--- config.mk ---
export PLATFORM = sky130hd
export DESIGN_NAME = bitfusion_mac_sequencer
export DESIGN_NICKNAME = d
export VERILOG_FILES = /design/src/rtl/bitfusion_pkg.sv /design/src/rtl/bitfusion_psum_acc.sv /design/src/rtl/bitfusion_mac_sequencer.sv
export SDC_FILE = /design/constraint.sdc
export NUM_CORES = 1
export LEC_CHECK = 0
export ABC_CLOCK_PERIOD_IN_PS = 3300
export CORE_UTILIZATION = 49
export CTS_BUF_LIST = sky130_fd_sc_hd__clkbuf_16
export DETAILED_ROUTE_END_ITERATION = 10
export GPL_ROUTABILITY_DRIVEN = 0
export PLACE_DENSITY = 0.8
export RECOVER_POWER = 100
export SLEW_MARGIN = 25
export SYNTH_ARGS = -nofsm -noshare
export SYNTH_HDL_FRONTEND = slang
export SYNTH_SLANG_ARGS = --single-unit
--- constraint.sdc ---
create_clock -name clk -period 3.3 [get_ports clk]
set_clock_uncertainty 0.15 [all_clocks]
set_input_delay 0.33 -clock clk [delete_from_list [all_inputs] [get_ports clk]]
set_output_delay 0.33 -clock clk [all_outputs]
set_load 0.1 [all_outputs]
--- src/rtl/bitfusion_pkg.sv ---
// rtl/bitfusion_pkg.sv - shared types and constants for the bitfusion MAC sequencer
package bitfusion_pkg;

  typedef enum logic [1:0] {IDLE, RUN, FLUSH, HOLD} state_e;

  localparam int FU_LAT    = 2;
  localparam int TAG_DEPTH = FU_LAT + 1;

  localparam logic [3:0] W1 = 4'd1;
  localparam logic [3:0] W2 = 4'd2;
  localparam logic [3:0] W4 = 4'd4;
  localparam logic [3:0] W8 = 4'd8;

endpackage

--- src/rtl/bitfusion_psum_acc.sv ---
// rtl/bitfusion_psum_acc.sv - extends returned psums and accumulates them with a beat count
module bitfusion_psum_acc
  import bitfusion_pkg::*;
#(
  parameter int ACC_W = 32,
  parameter int CNT_W = 16
) (
  input  logic             clk,
  input  logic             rst,
  input  logic             clr,
  input  logic             en,
  input  logic             sgn,
  input  logic [15:0]      psum,
  output logic [ACC_W-1:0] acc,
  output logic [CNT_W-1:0] cnt
);

  logic [ACC_W-1:0] acc_q, acc_d, ext;
  logic [CNT_W-1:0] cnt_q, cnt_d;

  always_comb begin
    ext   = sgn ? ACC_W'($signed(psum)) : ACC_W'(psum);
    acc_d = acc_q;
    cnt_d = cnt_q;
    // Clear wins; it only fires in HOLD, where no tag can be valid anyway.
    if (clr) begin
      acc_d = '0;
      cnt_d = '0;
    end else if (en) begin
      acc_d = acc_q + ext;
      cnt_d = cnt_q + CNT_W'(1);
    end
  end

  always_ff @(posedge clk) begin
    if (rst) begin
      acc_q <= '0;
      cnt_q <= '0;
    end else begin
      acc_q <= acc_d;
      cnt_q <= cnt_d;
    end
  end

  assign acc = acc_q;
  assign cnt = cnt_q;

endmodule

--- src/rtl/bitfusion_mac_sequencer.sv ---
// rtl/bitfusion_mac_sequencer.sv - feeds operand pairs to bitfusion_top and accumulates psums per vector
module bitfusion_mac_sequencer
  import bitfusion_pkg::*;
#(
  parameter int ACC_W = 32,
  parameter int CNT_W = 16
) (
  input  logic             clk,
  input  logic             rst,
  input  logic             op_valid,
  output logic             op_ready,
  input  logic [7:0]       op_in,
  input  logic [7:0]       op_weight,
  input  logic             op_last,
  input  logic [3:0]       cfg_in_width,
  input  logic [3:0]       cfg_weight_width,
  input  logic             cfg_s_in,
  input  logic             cfg_s_weight,
  output logic [7:0]       fu_in,
  output logic [7:0]       fu_weight,
  output logic [3:0]       fu_in_width,
  output logic [3:0]       fu_weight_width,
  output logic             fu_s_in,
  output logic             fu_s_weight,
  input  logic [15:0]      fu_psum,
  output logic             res_valid,
  input  logic             res_ready,
  output logic [ACC_W-1:0] res_data,
  output logic [CNT_W-1:0] res_count
);

  state_e               state_q, state_d;
  logic                 op_ready_q, op_ready_d;
  logic                 res_valid_q, res_valid_d;
  logic [7:0]           fu_in_q, fu_in_d, fu_weight_q, fu_weight_d;
  logic [3:0]           fu_in_width_q, fu_in_width_d, fu_weight_width_q, fu_weight_width_d;
  logic                 fu_s_in_q, fu_s_in_d, fu_s_weight_q, fu_s_weight_d;
  logic [TAG_DEPTH-1:0] tag_v_q, tag_v_d, tag_l_q, tag_l_d;
  logic                 accept, res_fire;

  always_comb begin
    accept   = op_valid & op_ready_q;
    res_fire = res_valid_q & res_ready;

    state_d = state_q;
    case (state_q)
      IDLE:    if (accept) state_d = op_last ? FLUSH : RUN;
      RUN:     if (accept && op_last) state_d = FLUSH;
      FLUSH:   if (tag_v_q[TAG_DEPTH-1] && tag_l_q[TAG_DEPTH-1]) state_d = HOLD;
      HOLD:    if (res_fire) state_d = IDLE;
      default: state_d = IDLE;
    endcase

    op_ready_d  = (state_d == IDLE) || (state_d == RUN);
    res_valid_d = (state_d == HOLD);

    // Config is captured only on the opening beat and then drives the unit for the whole vector.
    fu_in_width_d     = fu_in_width_q;
    fu_weight_width_d = fu_weight_width_q;
    fu_s_in_d         = fu_s_in_q;
    fu_s_weight_d     = fu_s_weight_q;
    if (accept && state_q == IDLE) begin
      fu_in_width_d     = cfg_in_width;
      fu_weight_width_d = cfg_weight_width;
      fu_s_in_d         = cfg_s_in;
      fu_s_weight_d     = cfg_s_weight;
    end

    fu_in_d     = accept ? op_in : 8'd0;
    fu_weight_d = accept ? op_weight : 8'd0;

    tag_v_d = {tag_v_q[TAG_DEPTH-2:0], accept};
    tag_l_d = {tag_l_q[TAG_DEPTH-2:0], accept & op_last};
  end

  always_ff @(posedge clk) begin
    if (rst) begin
      state_q           <= IDLE;
      op_ready_q        <= 1'b1;
      res_valid_q       <= 1'b0;
      fu_in_q           <= '0;
      fu_weight_q       <= '0;
      fu_in_width_q     <= '0;
      fu_weight_width_q <= '0;
      fu_s_in_q         <= 1'b0;
      fu_s_weight_q     <= 1'b0;
      tag_v_q           <= '0;
      tag_l_q           <= '0;
    end else begin
      state_q           <= state_d;
      op_ready_q        <= op_ready_d;
      res_valid_q       <= res_valid_d;
      fu_in_q           <= fu_in_d;
      fu_weight_q       <= fu_weight_d;
      fu_in_width_q     <= fu_in_width_d;
      fu_weight_width_q <= fu_weight_width_d;
      fu_s_in_q         <= fu_s_in_d;
      fu_s_weight_q     <= fu_s_weight_d;
      tag_v_q           <= tag_v_d;
      tag_l_q           <= tag_l_d;
    end
  end

  // Stage TAG_DEPTH-1 lines up with the psum produced for that beat.
  bitfusion_psum_acc #(.ACC_W(ACC_W), .CNT_W(CNT_W)) u_acc (
    .clk  (clk),
    .rst  (rst),
    .clr  (res_fire),
    .en   (tag_v_q[TAG_DEPTH-1]),
    .sgn  (fu_s_in_q | fu_s_weight_q),
    .psum (fu_psum),
    .acc  (res_data),
    .cnt  (res_count)
  );

  assign op_ready        = op_ready_q;
  assign res_valid       = res_valid_q;
  assign fu_in           = fu_in_q;
  assign fu_weight       = fu_weight_q;
  assign fu_in_width     = fu_in_width_q;
  assign fu_weight_width = fu_weight_width_q;
  assign fu_s_in         = fu_s_in_q;
  assign fu_s_weight     = fu_s_weight_q;

endmodule

==> results.cfg <==
[outcome]
status = finished, violations left
violations = DRC

[job]
maxCapViolations = 0

[clock_network]
cts_tree = built
cts-hold-fix-buffers = 0
cts_resized = 0
clockRootBuffer = clkbuf_16
htreeDepth = 3
postCtsSetupBuffers = 0
cts.sink_count = 84
clock_latency_ns = 0.33
cts_inserted_buffers = 9
clk_pin_slew_ns = 0.07
clk_path_buf_depth = 2

[logic_synthesis]
postSynthRegisterBits = 84
synth_top_area_frac = 0.372
ys_async_sr_fraction = 0
synth_area_leaders = dfxtp_1 37%, ha_1 8.9%, a21oi_1 6.0%
yosysUniqueCellTypes = 47
yosys_most_used_dff = dfxtp_1
yosysTopAreaCell = dfxtp_1
syn_avg_cell_area_um2 = 8.47
yosysWarningCount = 0
yosysSeqAreaShare = 0.372
syn_area_mm2 = 0.00452
synth_nets = 614
syn_inst = 534
synth-edff-count = 0

[grt]
grt_max_degree = 31
grt_usage = 0.247
grt_first_pass_wirelength_um = 19500
antenna_found_initial = 0
first_global_vias = 4201
grt_overflow = 0

[floorplan]
start_util = 0.511
fp-row-count = 34
die_y_um = 98.1
core_region_area_mm2 = 0.00885
io_pins = 123
die_area_mm2 = 0.00962
die_x_um = 98.1

[hold_path]
holdCritPathClass = reg2reg
holdPathStages = 1
min-delay-start = tag_l_q[0]$_SDFF_PP0_
hold_end = tag_l_q[1]$_SDFF_PP0_

[route]
drc = 5
avgRoutedWirePerCell_um = 14.7
drtIter0Drc = 260
via_count = 4334
drtPass1Iterations = 8
vias_per_cell = 5.61
detail_route.wirelength_um = 11400
drtAntennaViolNets = 0

[final_layout]
num_antenna_cells = 0
layout_commonest_cell = dfxtp_1
fin_nets = 740
final_cell_area_mm2 = 0.00614
final_cell_mix = 82 x dfxtp_1, 74 x dlygate4sd3_1, 56 x nand2_1
final_util = 0.693
areaGrowthSynthToFinish_pct = 35.7
drive_gt1_frac = 0.0496

[timing]
fmaxAchievable_mhz = 325
drv_slew = 0
finalSetupViolCount = 0
maxSlewHeadroom = 0.203
period_needed_ns = 3.08
final_hold_viol_count = 0
fin_crit_sh = 0.933
worst_slack_ns = 0.221
tightest_slew_ns = 1.20
grt_setup_unrepaired = false
fin_tns_setup_ns = 0

[power]
leakage_nw = 2.64
vdd_drop_max_mv = 0.357
p_per_area_mw_per_mm2 = 416

[critical_path]
rr_startpoint = fu_s_weight$_SDFFE_PP0P_
setup.worst_path.class = in2reg
reg2reg_slack_ns = 0.27
r2r-end = u_acc.acc[31]$_SDFFE_PP0P_
end_kind = flop
path_max_fanout = 10
cp.required_ns = 3.36
cp-start-kind = input pin
crit_arrival_ns = 3.14
reg2reg_depth = 10

[place]
post_dp_cell_area_mm2 = 0.00589
io_buffers = 122
pre_cts_slack_ns = -0.0627
hpwl_um = 8580
-- kinds of logic after synthesis --
family / after synthesis / synth area share
adders and majority gates: 33 / 0.0930
AOI/OAI and AO/OA: 131 / 0.180
DFF: 84 / 0.372
muxes: 22 / 0.0487
xor gates and xnor gates: 38 / 0.0736
and+or+nand+nor: 192 / 0.204
buffers and inverters: 34 / 0.0291
-- where the power goes --
part / switching [mW] / internal, mW
clock network: 0.454 / 0.524
logic: 0.343 / 0.166
registers: 0.0191 / 1.04
total: 0.816 / 1.73
-- registers in the layout (all words and copies together), names as in the netlist, 2 cells and up --
signal / cells
fu_in_width: 4
tag_v_q: 3
u_acc.cnt: 16
fu_in: 8
fu_weight_width: 4
fu_weight: 8
tag_l_q: 3
u_acc.acc: 32
state_q: 2
-- area by class of cell --
class	count	area, µm²
clock buffer	9	225
clock inverter	7	60.1
fill	717	2710
inverter	13	48.8
multi-input combinational	416	2700
sequential	84	1680
tap	108	135
timing repair buffer	136	1280
-- critical path, cell delays in order --
cell and delay (ns):
clkdlybuf4s50_1 0.48, o21a_1 0.38, buf_4 0.23, ha_1 0.31, a21oi_1 0.18, nor2_1 0.06, nor2_1 0.12, nor2_1 0.06
a2111oi_0 0.69, a21o_1 0.22, o211ai_1 0.07
-- routing by layer --
metal,part of all wire,GRT usage
met5,0,0
met4,0.014,0.0839
met3,0.063,0.0530
met2,0.47,0.410
met1,0.45,0.318
-- how the worst max path moves through the flow --
stage / startpoint / end / slack (ns)
after CTS: fu_psum[15] / u_acc.acc[31]$_SDFFE_PP0P_ / 0.28
final: fu_psum[15] / u_acc.acc[30]$_SDFFE_PP0P_ / 0.22
after detailed placement: fu_psum[15] / u_acc.acc[31]$_SDFFE_PP0P_ / -0.06
after floorplan: u_acc.acc[7]$_SDFFE_PP0P_ / u_acc.acc[26]$_SDFFE_PP0P_ / 0.07
after global placement: fu_psum[15] / u_acc.acc[31]$_SDFFE_PP0P_ / 0.07
after global routing: fu_psum[15] / u_acc.acc[31]$_SDFFE_PP0P_ / 0.03
-- Yosys cell counts (all sizes together), types with 2 or more instances --
| library cell | number |
|---|---|
| dfxtp | 84 |
| nand2 | 56 |
| nor2 | 55 |
| a21oi | 54 |
| ha | 32 |
| o21ai | 26 |
| mux2i | 22 |
| xnor2 | 20 |
| and2 | 18 |
| xor2 | 18 |
| clkbuf | 15 |
| nand4 | 14 |
| inv | 13 |
| a21o | 11 |
| and3 | 9 |
| nand3 | 9 |
| a211oi | 7 |
| nor2b | 7 |
| o21bai | 7 |
| or3 | 7 |
| a31oi | 6 |
| buf | 6 |
| nand3b | 5 |
| nor3 | 5 |
| o211ai | 4 |
| nand2b | 3 |
| a2111oi | 2 |
| a221oi | 2 |
| nand4b | 2 |
| o21a | 2 |
| o22ai | 2 |
-- metrics by stage --
step / hold WS (ns) / instances / power [mW]
2_1_floorplan: 0.264 / 534 / 1.44
3_3_place_gp: 0.268 / 757 / 1.60
3_5_place_dp: 0.272 / 757 / 1.61
4_1_cts: 0.288 / 773 / 2.58
5_1_grt: 0.299 / 773 / 2.65
6_report: 0.286 / 773 / 2.55
Power figures use the tool's default switching activity.
